File: src/rtl/seq_tx.sv
// seq_tx: serial MSB-first pattern transmitter with valid/ready word intake and done pulse.
// Optional build macro SEQ_TX_REPEAT_EN adds the rpt port for back-to-back word repetition.
module seq_tx #(
   parameter int WIDTH = 8,
   parameter int CNT_W = $clog2(WIDTH + 1)
) (
   input  logic             clock,
   input  logic             reset,
   input  logic [WIDTH-1:0] data_in,
   input  logic [CNT_W-1:0] len,
   input  logic             valid,
`ifdef SEQ_TX_REPEAT_EN
   input  logic [3:0]       rpt,
`endif
   output logic             ready,
   output logic             Out,
   output logic             active,
   output logic             done
);

   localparam logic [CNT_W-1:0] WIDTH_C = CNT_W'(WIDTH);
   localparam logic [CNT_W-1:0] ONE_C   = CNT_W'(1);

   typedef enum logic [1:0] {
      IDLE = 2'd0,
      SEND = 2'd1,
      GAP  = 2'd2
   } state_t;

   state_t             state_reg, state_next;
   logic [WIDTH-1:0]   sh_reg, sh_next;
   logic [CNT_W-1:0]   cnt_reg, cnt_next;
   logic               out_reg, out_next;
   logic               active_reg, active_next;
   logic               done_reg, done_next;
   logic               ready_reg, ready_next;
`ifdef SEQ_TX_REPEAT_EN
   logic [WIDTH-1:0]   saved_reg, saved_next;
   logic [CNT_W-1:0]   len_reg, len_next;
   logic [3:0]         rpt_reg, rpt_next;
`endif

   logic [CNT_W-1:0]   l_eff;
   logic [WIDTH-1:0]   aligned;

   // Left-justify the payload so the first bit always sits at the MSB;
   // bits above L-1 fall off the top.
   always_comb begin
      l_eff   = (len == '0 || len > WIDTH_C) ? WIDTH_C : len;
      aligned = data_in << (WIDTH_C - l_eff);
   end

   always_comb begin
      state_next  = state_reg;
      sh_next     = sh_reg;
      cnt_next    = cnt_reg;
      out_next    = 1'b0;
      active_next = 1'b0;
      done_next   = 1'b0;
      ready_next  = 1'b0;
`ifdef SEQ_TX_REPEAT_EN
      saved_next  = saved_reg;
      len_next    = len_reg;
      rpt_next    = rpt_reg;
`endif
      case (state_reg)
         IDLE: begin
            ready_next = 1'b1;
            if (valid && ready_reg) begin
               state_next  = SEND;
               sh_next     = aligned;
               cnt_next    = l_eff;
               out_next    = aligned[WIDTH-1];
               active_next = 1'b1;
               ready_next  = 1'b0;
`ifdef SEQ_TX_REPEAT_EN
               saved_next  = aligned;
               len_next    = l_eff;
               rpt_next    = rpt;
`endif
            end
         end
         SEND: begin
            if (cnt_reg == ONE_C) begin
`ifdef SEQ_TX_REPEAT_EN
               // Reload on the same edge so the stream stays gap-free.
               if (rpt_reg != 4'd0) begin
                  sh_next     = saved_reg;
                  cnt_next    = len_reg;
                  out_next    = saved_reg[WIDTH-1];
                  active_next = 1'b1;
                  rpt_next    = rpt_reg - 4'd1;
               end else begin
                  state_next = GAP;
                  done_next  = 1'b1;
               end
`else
               state_next = GAP;
               done_next  = 1'b1;
`endif
            end else begin
               sh_next     = {sh_reg[WIDTH-2:0], 1'b0};
               cnt_next    = cnt_reg - ONE_C;
               out_next    = sh_reg[WIDTH-2];
               active_next = 1'b1;
            end
         end
         GAP: begin
            state_next = IDLE;
            ready_next = 1'b1;
         end
         default: begin
            state_next = IDLE;
         end
      endcase
   end

   always_ff @(posedge clock) begin
      if (reset) begin
         state_reg  <= IDLE;
         sh_reg     <= '0;
         cnt_reg    <= '0;
         out_reg    <= 1'b0;
         active_reg <= 1'b0;
         done_reg   <= 1'b0;
         ready_reg  <= 1'b0;
`ifdef SEQ_TX_REPEAT_EN
         saved_reg  <= '0;
         len_reg    <= '0;
         rpt_reg    <= 4'd0;
`endif
      end else begin
         state_reg  <= state_next;
         sh_reg     <= sh_next;
         cnt_reg    <= cnt_next;
         out_reg    <= out_next;
         active_reg <= active_next;
         done_reg   <= done_next;
         ready_reg  <= ready_next;
`ifdef SEQ_TX_REPEAT_EN
         saved_reg  <= saved_next;
         len_reg    <= len_next;
         rpt_reg    <= rpt_next;
`endif
      end
   end

   assign ready  = ready_reg;
   assign Out    = out_reg;
   assign active = active_reg;
   assign done   = done_reg;

endmodule

File: config.mk
export PLATFORM = sky130hd
export DESIGN_NAME = seq_tx
export DESIGN_NICKNAME = d
export VERILOG_FILES = /design/src/rtl/seq_tx.sv
export SDC_FILE = /design/constraint.sdc
export NUM_CORES = 1
export LEC_CHECK = 0
export BUFFER_PORTS_ARGS = -buffer_cell sky130_fd_sc_hd__buf_2
export CORE_ASPECT_RATIO = 0.8
export CORE_UTILIZATION = 30
export CTS_CLUSTER_DIAMETER = 50
export DETAILED_ROUTE_END_ITERATION = 16
export SLEW_MARGIN = 40
export SYNTH_ARGS = -nofsm -noshare
export SYNTH_HDL_FRONTEND = slang
export SYNTH_SLANG_ARGS = --single-unit
export TNS_END_PERCENT = 10
File: constraint.sdc
create_clock -name clock -period 2.6 [get_ports clock]
set_input_delay 0.52 -clock clock [delete_from_list [all_inputs] [get_ports clock]]
set_output_delay 0.52 -clock clock [all_outputs]
set_load 0.05 [all_outputs]
==> qor.csv <==
stage,metric,value,unit
status,status,"finished, violations left",
status,failing checks,DRC,
worst_setup_path,crit start category,input pin,
floorplanning,Initial Util,32.1,%
synthesis,cells after synthesis,123,
synthesis,#FFs+latches synth,17,
synthesis,Synth Flop Type,dfxtp_1,
clocking,total CTS buffers,3,
clocking,Longest Clk Path Bufs,2,
clocking,TritonCTS clock tree,built,
final_layout,cell area after layout,1280,µm²
synthesis,largest cells by area after synthesis,"dfxtp_1, mux2i_1, nor2_1",
drt,Wirelength per Cell,14.9,µm
sta,Slew @ Worst Pin,0.520,ns
floorplanning,core area,3520,µm²
power,sw frac,33.4,%
power,Leak,0.000501,µW
drt,initial drt markers,67,
worst_setup_path,Worst Setup End Kind,flop,
placed_design,area post-placement,1240,µm²
worst_setup_path,CP max-delay cell,ha_1,
power,NetSw,240,µW
clocking,cts hold-fix bufs,0,
drt,residual DRC count,4,
worst_setup_path,crit-path max FO,6,
sta,"Slew Viols, Final",0,
worst_setup_path,Worst Path Required,2.73,ns
placed_design,DPL Wire Length,2.02,mm
synthesis,mapped cell area,1130,µm²
sta,Final Cycle Share,78.4,%
floorplanning,Rows,19,
power,Sequential Power Share,41.9,%
global_routing,gr usage total,14.5,%
worst_setup_path,CP Class,in2reg,
global_routing,vias in the first global route,987,
sta,Setup Viol. Count Final,0,
clocking,# Post-CTS Setup Buffers,0,
power,peak supply drop,177,µV
final_layout,fraction of layout cells with a size suffix above 1,28.8,%
synthesis,sequential area share after synthesis,30.1,%
global_routing,first-pass GRT wire length,4.63,mm
synthesis,Synth top area share,30.1,%
drt,WL final,2.69,mm
synthesis,Mapped Nets,141,
worst_setup_path,CP max stage delay,0.34,ns
power,Power per Cell Area,559,nW/µm²
synthesis,unique cell type count in the Yosys netlist,45,
final_layout,Syn-to-layout area delta,13.4,%
final_layout,max reg flops,7,
clocking,clk slew on worst S/H paths,0.07,ns
floorplanning,DIE WIDTH,70.7,µm
clocking,Skew-Pair Late Insertion Delay,0.25,ns
global_routing,pin count of the biggest net entering global routing,18,
sta,"Hold Vio Cnt, Final",0,
clocking,htree depth,1,
sta,Total Negative Setup Slacks,0,ns
drt,Final ANT Viol Nets,0,
drt,DR pass1 iterations,10,
final_layout,nets,158,
floorplanning,# IOs,19,
clocking,CTS resizes,0,
synthesis,average size of a mapped cell,9.20,µm²
power,Int Power,477,µW
drt,Via-to-Cell Ratio,5.49,
hold_path,Min-Delay Path Class,reg2reg,
worst_setup_path,worst-path cell chain,"buf_2, nor2b_4, inv_1, ha_1, mux2_2, a21oi_1, o21ai_0, a22oi_1, nor3_1",
synthesis,async set or reset register ratio after synthesis,0,%
final_layout,n_diodes,0,
global_routing,GRT overflow,0,
sta,RSZ-0062 raised after global routing,false,
synthesis,Yosys top cell by area,dfxtp_1,
sta,Final min period,2.04,ns
power,power share of the clock group,27.4,%
power,Comb pwr share,30.8,%
global_routing,initial antenna violation count,0,
placed_design,Buffers on Ports,18,
synthesis,Commonest cells post-synth,"dfxtp_1, nor2_1, nor3_1, mux2i_1, nand2_1",
job,Max Cap Viol,0,
worst_setup_path,worst path arrival time,2.17,ns
drt,via count of the routed design,993,
floorplanning,Die H,56.9,µm
sta,Fin Clk Skew,0.00248,ns
clocking,CTS sink cnt,17,
floorplanning,die area,4020,µm²
sta,Peak Freq,491,MHz
placed_design,GPL Wtd Cong,0.807,
synthesis,Ys Warns,0,
synthesis,number of flops mapped to enable cells by yosys,0,
sta,relative slew slack,65.4,%
clocking,CTS root buf,clkbuf_8,
## per-layer routing
| metal | global-route usage (%) | vias up | routed length (µm) |
|---|---|---|---|
| li1 | - | 489 | - |
| met1 | 18.6 | 475 | 1280 |
| met2 | 24.3 | 27 | 1250 |
| met3 | 4.31 | 2 | 139 |
| met4 | 3.43 | 0 | 27 |
| met5 | 0 | - | 0 |
## final timing paths
path                             startpoint                       to  slack [ns]  cells past startpoint
setup / recovery                     len[3]   sh_reg[6]$_SDFFE_PP0P_        0.56                      9
hold reg to reg   state_reg[0]$_SDFFE_PP0P_         ready$_SDFF_PP0_        0.47                      1
hold / removal    state_reg[0]$_SDFFE_PP0P_         ready$_SDFF_PP0_        0.47                      1
setup reg to reg    cnt_reg[1]$_SDFFE_PP0P_  cnt_reg[0]$_SDFFE_PP0P_        0.78                      6
## area by class of cell
class | count | area (µm²)
fill | 360 | 2240
multi-input combinational | 95 | 727
sequential | 17 | 340
timing repair buffer | 20 | 105
tap | 42 | 52.6
clock buffer | 3 | 41.3
inverter | 3 | 11.3
clock inverter | 1 | 5.00
## per-stage QoR
step | utilization [%] | worst slack [ns] | hold slack, ns | power [µW] | cells
after global placement | 35.1 | 0.391 | 0.440 | 519 | 177
after floorplan | - | 0.365 | 0.427 | 475 | 123
after detailed placement | 35.1 | 0.322 | 0.464 | 524 | 177
after global routing | 36.5 | 0.454 | 0.495 | 757 | 181
after CTS | 36.5 | 0.581 | 0.473 | 720 | 181
final | 36.5 | 0.562 | 0.470 | 717 | 181
## cell families after synthesis
kind of cell	after synthesis	share of synthesized area (%)
AO/OA/AOI/OAI	28	21.2
XOR/XNOR	2	3.21
adder cells (fa/ha/maj)	3	3.32
buffers and inverters	11	5.64
flip-flops	17	30.1
multiplexers	10	11.2
AND/OR/NAND/NOR	52	25.3
## cells in the final DEF, fill, tap and decap left out, types with 3 or more instances in the layout
cell and n:
nand2b_1 3, nor2_1 17, buf_2 18, o221ai_1 3, ha_1 3, clkbuf_8 3, mux2i_1 7, o21ai_1 3
dfxtp_1 17, nor3_1 11, nand2_1 6, inv_1 3, nand3b_1 3
## worst max-delay path: cells and delay by family
| family | cells | cell delay, ns |
|---|---|---|
| AOI/OAI and AO/OA | 3 | 0.55 |
| muxes | 1 | 0.34 |
| and+or+nand+nor | 2 | 0.18 |
| buffers and inverters | 2 | 0.22 |
| adders and majority gates | 1 | 0.34 |
## power groups by stage
stage          clock network (µW)  registers [µW]  logic, µW
6_report                      196             300        221
5_1_grt                       212             302        243
4_1_cts                       201             300        220
3_5_place_dp                    0             305        220
3_3_place_gp                    0             303        215
2_1_floorplan                   0             315        160
Note: power is estimated with default switching activity, not from simulation.
